--- src/rtl/outbox_uart_tx.sv ---
// Reads one word at a time from the OUTBOX fifo and transmits it as a UART frame:
// a start bit, B data bits LSB first, then one stop bit. The line idles high.
module outbox_uart_tx #(
  parameter int B            = 8,
  parameter int CLKS_PER_BIT = 104,
  parameter int RD_LAT       = 2
) (
  input  logic         i_clk,
  input  logic         i_rst_n,
  input  logic         i_fifo_empty_n,
  input  logic [B-1:0] i_fifo_data,
  output logic         o_fifo_rd,
  output logic         o_tx,
  output logic         o_busy
);

  localparam int BAUD_W = $clog2(CLKS_PER_BIT);
  localparam int BIT_W  = $clog2(B + 1);
  localparam int WAIT_W = (RD_LAT > 1) ? $clog2(RD_LAT) : 1;

  typedef enum logic [2:0] {
    ST_IDLE,
    ST_WAIT,
    ST_START,
    ST_DATA,
    ST_STOP
  } state_t;

  state_t             state, state_next;
  logic [WAIT_W-1:0]  wait_cnt, wait_next;
  logic [BAUD_W-1:0]  baud_cnt, baud_next;
  logic [BIT_W-1:0]   bit_cnt, bit_next;
  logic [B-1:0]       shift_reg, shift_next;
  logic               rd_next, tx_next, busy_next;
  logic               baud_last;

  assign baud_last = (baud_cnt == BAUD_W'(CLKS_PER_BIT - 1));

  // NOTE: every signal written here gets a default first, so no path leaves one unassigned and infers a latch.
  always_comb begin
    state_next = state;
    wait_next  = wait_cnt;
    baud_next  = baud_cnt;
    bit_next   = bit_cnt;
    shift_next = shift_reg;
    rd_next    = 1'b0;
    tx_next    = 1'b1;

    // o_tx is taken from the current state, so it trails the state register by one cycle.
    // That lag gives the RD_LAT+1 start latency and keeps every bit exactly CLKS_PER_BIT long.
    case (state)
      ST_START: tx_next = 1'b0;
      ST_DATA:  tx_next = shift_reg[0];
      default:  tx_next = 1'b1;
    endcase

    case (state)
      ST_IDLE: begin
        if (i_fifo_empty_n) begin
          state_next = ST_WAIT;
          wait_next  = '0;
        end
      end
      ST_WAIT: begin
        if (!i_fifo_empty_n) begin
          state_next = ST_IDLE;
          wait_next  = '0;
        end else if (wait_cnt == WAIT_W'(RD_LAT - 1)) begin
          // The head word is valid by now: capture it and pop it in the same cycle.
          shift_next = i_fifo_data;
          rd_next    = 1'b1;
          state_next = ST_START;
          wait_next  = '0;
          baud_next  = '0;
        end else begin
          wait_next = wait_cnt + 1'b1;
        end
      end
      ST_START: begin
        if (baud_last) begin
          baud_next  = '0;
          bit_next   = '0;
          state_next = ST_DATA;
        end else begin
          baud_next = baud_cnt + 1'b1;
        end
      end
      ST_DATA: begin
        if (baud_last) begin
          baud_next  = '0;
          shift_next = shift_reg >> 1;
          if (bit_cnt == BIT_W'(B - 1)) begin
            bit_next   = '0;
            state_next = ST_STOP;
          end else begin
            bit_next = bit_cnt + 1'b1;
          end
        end else begin
          baud_next = baud_cnt + 1'b1;
        end
      end
      ST_STOP: begin
        if (baud_last) begin
          baud_next  = '0;
          wait_next  = '0;
          state_next = i_fifo_empty_n ? ST_WAIT : ST_IDLE;
        end else begin
          baud_next = baud_cnt + 1'b1;
        end
      end
      default: state_next = ST_IDLE;
    endcase

    busy_next = (state_next != ST_IDLE);
  end

  // NOTE: state is updated with non-blocking assignments so every register samples pre-edge values.
  always_ff @(posedge i_clk) begin
    if (!i_rst_n) begin
      state     <= ST_IDLE;
      wait_cnt  <= '0;
      baud_cnt  <= '0;
      bit_cnt   <= '0;
      shift_reg <= '0;
      o_fifo_rd <= 1'b0;
      o_tx      <= 1'b1;
      o_busy    <= 1'b0;
    end else begin
      state     <= state_next;
      wait_cnt  <= wait_next;
      baud_cnt  <= baud_next;
      bit_cnt   <= bit_next;
      shift_reg <= shift_next;
      o_fifo_rd <= rd_next;
      o_tx      <= tx_next;
      o_busy    <= busy_next;
    end
  end

endmodule
--- config.mk ---
export PLATFORM = sky130hd
export DESIGN_NAME = outbox_uart_tx
export DESIGN_NICKNAME = d
export VERILOG_FILES = /design/src/rtl/outbox_uart_tx.sv
export SDC_FILE = /design/constraint.sdc
export NUM_CORES = 1
export LEC_CHECK = 0
export ABC_AREA = 1
export BUFFER_PORTS_ARGS = -buffer_cell sky130_fd_sc_hd__buf_2
export CAP_MARGIN = 20
export CORE_MARGIN = 1.5
export CORE_UTILIZATION = 30
export CTS_CLUSTER_DIAMETER = 50
export DETAILED_ROUTE_END_ITERATION = 8
export PLACE_DENSITY = 0.57
export SETUP_SLACK_MARGIN = 0.5
export SYNTH_ARGS = -nofsm -noshare
export SYNTH_HDL_FRONTEND = slang
export SYNTH_SLANG_ARGS = --single-unit
export TNS_END_PERCENT = 5
--- constraint.sdc ---
create_clock -name i_clk -period 1.74 [get_ports i_clk]
set_input_delay 0.174 -clock i_clk [delete_from_list [all_inputs] [get_ports i_clk]]
set_output_delay 0.174 -clock i_clk [all_outputs]
set_load 0.03 [all_outputs]
==> results of run 1 <==
final cells by class:
type / instances / area (µm²)
inverter: 32 / 120
multi-input combinational: 165 / 815
timing repair buffer: 20 / 130
fill: 475 / 2750
clock inverter: 1 / 30.0
tap: 52 / 65.1
clock buffer: 3 / 41.3
sequential: 26 / 527
report_power, final:
group	internal [mW]	switching, mW	total [mW]
sequential	0.618	0.0149	0.633
clock	0.308	0.207	0.515
combinational	0.0646	0.0967	0.161
total	0.991	0.318	1.31
synthesized netlist by cell type (all sizes together):
cell	number
dfxtp	26
buf	2
nand3	23
clkbuf	2
a21oi	18
nand2	85
o21a	1
ha	2
inv	31
xnor2	1
nor2	29
nand4	1
o21ai	4
nor3	1
clkinv	1
worst paths after layout:
check | from | slack (ns) | endpoint | cells after the start
worst max-delay path | baud_cnt[1]$_SDFFE_PN0P_ | 0.36 | shift_reg[2]$_SDFFE_PN0P_ | 9
worst min-delay path | i_rst_n | 0.20 | baud_cnt[1]$_SDFFE_PN0P_ | 3
worst max register to register | baud_cnt[1]$_SDFFE_PN0P_ | 0.36 | shift_reg[2]$_SDFFE_PN0P_ | 9
worst min register to register | wait_cnt$_SDFFE_PN0P_ | 0.48 | wait_cnt$_SDFFE_PN0P_ | 2
critical path: cells and delay by family (launching register included):
family / cells / cell delay (ns)
buf+inv: 2 / 0.25
fa+ha+maj: 1 / 0.14
flops: 1 / 0.37
simple gates: 5 / 0.35
compound gates: 1 / 0.19
what timing repair did:
action,in CTS,in global routing
resized for setup,5,2
setup buffers,5,0
pin swaps,1,0
endpoints found under the setup margin,23,24
stage by stage:
stage               power [mW]  utilization [%]
global placement         0.793             35.5
finish                    1.31             38.6
detailed placement       0.793             35.5
CTS                       1.32             38.5
global route              1.37             38.6
floorplan                0.759                -
cell families (layout without fill, tap and decap cells):
group	after synthesis	after routing	share of synthesized area, %
buf+inv	36	56	10.2
flops	26	26	36.3
xor+xnor	1	1	0.611
fa+ha+maj	2	2	1.74
simple gates	139	139	42.1
compound gates	23	23	8.99
metal layers:
metal	track usage [%]	vias to the layer above
met1	18.8	600
li1	-	743
met3	1.25	4
met5	0	-
met4	5.03	0
met2	21.0	15
==> metrics.cfg, run 1 <==
[placement]
detailedPlace.worstSlack_ns=0.235
gp_congestion=0.841
dpl-instance-area_mm2=0.00159
dp_cells=290
port_buffers=13
dp_hpwl_mm=2.25

[power]
vdd_ir_drop_max_mv=0.322
power.density_mw_per_mm2=757
power.static_leakage_nw=0.828

[cts]
cts_tree=yes
cts-buffers-inserted=3
clock-sinks=26
cts_stage_hold_buffer_count=0
htree_levels=1
clock_tree.root_cell=sky130_fd_sc_hd__clkbuf_8
cts-root-to-sink-buffers=2
clock_insertion_delay_worst_skew_ns=0.28
clk_transition_reported_paths_ns=0.10

[floorplan]
start_util_pct=32.0
core_region_area_mm2=0.00447
io-pin-count=14
fp.dieH_um=72.1
floorplan.die.width_um=72.1
design.die.area_mm2=0.00520
core.rowCount=24

[cells_and_area]
areaGrowthSynthToFinish_pct=20.5
final_layout_size_suffix_gt1_share_pct=19.0
mostFrequentLayoutCell=sky130_fd_sc_hd__nand2_1
postLayoutCellArea_mm2=0.00173
non_filler_instance_count_after_layout=299
nNetsFinal=261
antenna_cells=0
layout.cells.most_common_list=sky130_fd_sc_hd__nand2_1, sky130_fd_sc_hd__inv_1, sky130_fd_sc_hd__nor2_1
largest_register_ffs=8

[sta]
period_minus_slack_ns=1.38
final_hold_viol_count=0
rsz_0062_raised_after_global_routing=yes
worst_slew_margin_rel_pct=82.0
final_critical_path_setup_slack_ns=0.355
timing.setup.tns_ns=0
setup_viol=0
final-max-slew-violation-count=0
finalHoldWorstSlack_ns=0.201
maxClockFrequency_ghz=0.722
finClkSkew_ns=0.00221
max_slew.worst_pin.slew_ns=0.270
final.period_utilization_pct=79.6

[route]
wl_per_cell_um=10.4
detailedRoute.firstIterationViolations=55
dr_wl_met3_um=65
via_per_inst=4.56
via_count=1362
route.antenna.remaining_nets=0
post-route-drc-count=0
drt_pre_antenna_iters=4
met2_wirelength_mm=1.41
wirelength_met1_mm=1.59
route.top_layer_used=met4
route.final.wire_length_mm=3.12

[grt]
grt_start_max_net_pins=17
global_router_s_overall_resource_usage_pct=13.3
grt_pass1_wl_mm=5.51
grt_pass1_vias=1239
antenna_violations_before_repair=0
globalRouteOverflowTotal=0

[worst_setup_path]
worstPathRequired_ns=1.92
timing.critical_path.slowest_stage_cell=sky130_fd_sc_hd__dfxtp_2
crit_type=flip-flop to flip-flop
crit_chain=ha_4 > nand2_2 > inv_2 > nand3_4 > o21ai_4 > buf_4 > nand3_1 > nand2_1 > nor2_1
worst_setup_path_end_kind=flip-flop
worst-endpoint-arrival_ns=1.57
critPathMaxFanout=5
cp-start-kind=flip-flop
crit_path_max_incr_delay_ns=0.37

[yosys]
syn_avg_cell_area_um2=6.32
synthesized_instance_count=227
synth_warn=0
yosysSeqAreaShare_pct=36.3
synth_top_area_share_pct=36.3
synth_area_leader_cell=sky130_fd_sc_hd__dfxtp_1
synth_top_cells_by_area=sky130_fd_sc_hd__dfxtp_1, sky130_fd_sc_hd__nand2_1, sky130_fd_sc_hd__inv_1
synth_fp_nets=240
netlist_area_mm2=0.00143
synthesis_stage_register_bit_count=26
synth_cell_types=23

[run_status]
outcome=complete, no violations

[run]
max_cap_viols=0

[min_path]
hold_path_class=input port to flip-flop

No activity file was read; power rests on OpenSTA's default activity.
==> inputs of run 2 (changes only) <==
--- a/config.mk
+++ b/config.mk
@@ -5,14 +5,14 @@
 export SDC_FILE = /design/constraint.sdc
 export NUM_CORES = 1
 export LEC_CHECK = 0
-export ABC_AREA = 1
+export ABC_AREA = 0
 export BUFFER_PORTS_ARGS = -buffer_cell sky130_fd_sc_hd__buf_2
 export CAP_MARGIN = 20
 export CORE_MARGIN = 1.5
 export CORE_UTILIZATION = 30
 export CTS_CLUSTER_DIAMETER = 50
 export DETAILED_ROUTE_END_ITERATION = 8
-export PLACE_DENSITY = 0.57
+export PLACE_DENSITY = 0.59
 export SETUP_SLACK_MARGIN = 0.5
 export SYNTH_ARGS = -nofsm -noshare
 export SYNTH_HDL_FRONTEND = slang
==> constraint.sdc (replaced) <==
create_clock -name i_clk -period 1.23 [get_ports i_clk]
set_input_delay 0.123 -clock i_clk [delete_from_list [all_inputs] [get_ports i_clk]]
set_output_delay 0.123 -clock i_clk [all_outputs]
set_load 0.03 [all_outputs]
==> metrics.cfg, run 2 <==
[route]
wl_per_cell_um=13.8  ; +32%
drt_pre_antenna_iters=4  ; unchanged
route.final.wire_length_mm=3.64  ; +17%
detailedRoute.firstIterationViolations=76  ; +38%
post-route-drc-count=0  ; unchanged
route.antenna.remaining_nets=0  ; unchanged
via_per_inst=5.29  ; +16%
via_count=1403  ; +3.0%

[floorplan]
floorplan.die.width_um=71.1  ; -1.5%
core.rowCount=24  ; unchanged
core_region_area_mm2=0.00441  ; -1.3%
design.die.area_mm2=0.00505  ; -2.9%
fp.dieH_um=71.1  ; -1.5%
io-pin-count=14  ; unchanged
start_util_pct=31.5  ; -0.56 points

[yosys]
synth.most_common_cell=sky130_fd_sc_hd__dfxtp_1
asyncSetResetFlopFracSynth_pct=0  ; unchanged
synth_top_cells_by_area=sky130_fd_sc_hd__dfxtp_1, sky130_fd_sc_hd__a21oi_1, sky130_fd_sc_hd__a311oi_1
synthesis_stage_register_bit_count=26  ; unchanged
netlist_area_mm2=0.00139  ; -3.1%
synth-edff-count=0  ; unchanged
synth_top_area_share_pct=37.4  ; +1.1 points
synth_fp_nets=173  ; -28%
synth.top_cells.by_count=sky130_fd_sc_hd__dfxtp_1, sky130_fd_sc_hd__a21oi_1, sky130_fd_sc_hd__nand2_1
syn_avg_cell_area_um2=8.69  ; +38%
yosysSeqAreaShare_pct=37.4  ; +1.1 points
synth_ff_type=sky130_fd_sc_hd__dfxtp_1
synth_cell_types=51  ; +120%
synth_area_leader_cell=sky130_fd_sc_hd__dfxtp_1
synth_warn=0  ; unchanged
synthesized_instance_count=160  ; -30%

[worst_setup_path]
crit_path_max_incr_delay_ns=0.39  ; +0.02 ns
worstPathRequired_ns=1.45  ; -0.47 ns
critPathMaxFanout=7  ; +2
timing.critical_path.mode_cell=sky130_fd_sc_hd__buf_4
crit_chain=buf_4 > nand3b_1 > buf_4 > or4_1 > a21oi_1
worst-endpoint-arrival_ns=1.68  ; +0.11 ns
critical_path.top_delay_family=simple AND/OR/NAND/NOR gates
cp-start-kind=flip-flop
crit_type=flip-flop to flip-flop
worst_setup_path_end_kind=flip-flop
path_buf_inv=2  ; unchanged
timing.critical_path.slowest_stage_cell=sky130_fd_sc_hd__or4_1
regToRegSetupSlack_ns=-0.24  ; -0.59 ns

[sta]
setup_viol=24  ; +24
final.period_utilization_pct=119  ; +40 points
maxClockFrequency_ghz=0.682  ; -5.6%
finalHoldWorstSlack_ns=0.0643  ; -0.137 ns
period_minus_slack_ns=1.47  ; +0.0816 ns
rsz_0062_raised_after_global_routing=yes
worst_slew_margin_rel_pct=77.2  ; -4.7 points
final-max-slew-violation-count=0  ; unchanged
timing.setup.tns_ns=-3.17  ; -3.17 ns
final_hold_viol_count=0  ; unchanged
max_slew.worst_pin.slew_ns=0.341  ; +0.0711 ns
final_critical_path_setup_slack_ns=-0.236  ; -0.592 ns
finClkSkew_ns=0.000787  ; -0.00142 ns

[cts]
cts-buffers-inserted=3  ; unchanged
clk_transition_reported_paths_ns=0.10  ; about the same
cts-root-to-sink-buffers=2  ; unchanged
htree_levels=1  ; unchanged
cts_tree=yes
clock_tree.root_cell=sky130_fd_sc_hd__clkbuf_8
clock_insertion_delay_worst_skew_ns=0.27  ; about the same
clock-sinks=26  ; unchanged

[power]
power.static_leakage_nw=0.867  ; +4.7%
vdd_ir_drop_max_mv=0.390  ; +21%
total_power_mw=1.76  ; +35%
power.density_mw_per_mm2=860  ; +13%

[placement]
dp_hpwl_mm=2.55  ; +14%
dp_cells=259  ; -11%
detailedPlace.worstSlack_ns=-0.301  ; -0.536 ns
port_buffers=13  ; unchanged
gp_congestion=0.796  ; -5.3%
dpl-instance-area_mm2=0.00181  ; +14%

[run_status]
outcome=finished with violations
failed_checks=negative setup slack

[cells_and_area]
final_layout_size_suffix_gt1_share_pct=43.2  ; +24 points
non_filler_instance_count_after_layout=265  ; -11%
areaGrowthSynthToFinish_pct=47.5
layout.cells.most_common_list=sky130_fd_sc_hd__buf_4, sky130_fd_sc_hd__dfxtp_1, sky130_fd_sc_hd__a21oi_1
mostFrequentLayoutCell=sky130_fd_sc_hd__buf_4
finish.utilization_pct=46.5  ; +7.8 points
largest_register_ffs=8  ; unchanged
postLayoutCellArea_mm2=0.00205  ; +19%
antenna_cells=0  ; unchanged
nNetsFinal=227  ; -13%

[grt]
grt_start_max_net_pins=16  ; -1
antenna_violations_before_repair=0  ; unchanged
global_router_s_overall_resource_usage_pct=14.9  ; +1.6 points
globalRouteOverflowTotal=0  ; unchanged
grt_pass1_vias=1299  ; +4.8%
grt_pass1_wl_mm=6.13  ; +11%

[min_path]
hold_path_class=input port to flip-flop

[run]
max_cap_viols=0  ; unchanged

## run 2: cell count changes after synthesis, sizes merged, moves of 4 or more
cell	change
mux2i	+7
nand3	-16
nor2	-20
inv	-27
buf	+4
nor3	+5
a311oi	+8
nand2b	+4
nand2	-74
a31oi	+4
## run 2: cell families after synthesis
family / synth area share [%]
AO/OA/AOI/OAI: 25.8
adder cells (fa/ha/maj): 1.80
buffers and inverters: 4.95
flip-flops: 37.4
multiplexers: 5.85
AND/OR/NAND/NOR: 24.1
## run 2: power by group
part           internal, mW  switching, mW
combinational        0.0769         0.0893
clock                 0.436          0.299
sequential            0.852         0.0107
## run 2: repair_timing
action,in CTS,in global routing
cloned,1,0
gates resized for setup,22,14
buffers inserted,0,1
hold buffers,0,0
pin swaps,8,10
setup endpoints to repair,29,29
## run 2: final cells by class
type,instances,area [µm²]
Fill cell,415,2360
Multi-Input combinational cell,121,936
Sequential cell,26,531
Timing Repair Buffer,58,433
Tap cell,52,65.1
Clock buffer,3,41.3
Clock inverter,1,30.0
Inverter,4,15.0
## run 2: worst paths after layout
check | from | endpoint | depth (start not counted)
worst max-delay path | state[2]$_SDFF_PN0_ | bit_cnt[0]$_SDFFE_PN0P_ | 5
worst min-delay path | i_fifo_data[7] | shift_reg[7]$_SDFFE_PN0P_ | 2
worst max register to register | state[2]$_SDFF_PN0_ | bit_cnt[0]$_SDFFE_PN0P_ | 5
worst min register to register | shift_reg[0]$_SDFFE_PN0P_ | o_tx$_SDFF_PN1_ | 2
## run 2: routing by layer
layer | up-vias | share of wire (%) | global-route usage (%)
met3 | 6 | 1.3 | 1.71
met4 | 0 | 1.7 | 4.40
met1 | 666 | 50 | 20.9
met2 | 14 | 47 | 24.2
li1 | 717 | - | -
met5 | - | 0 | 0
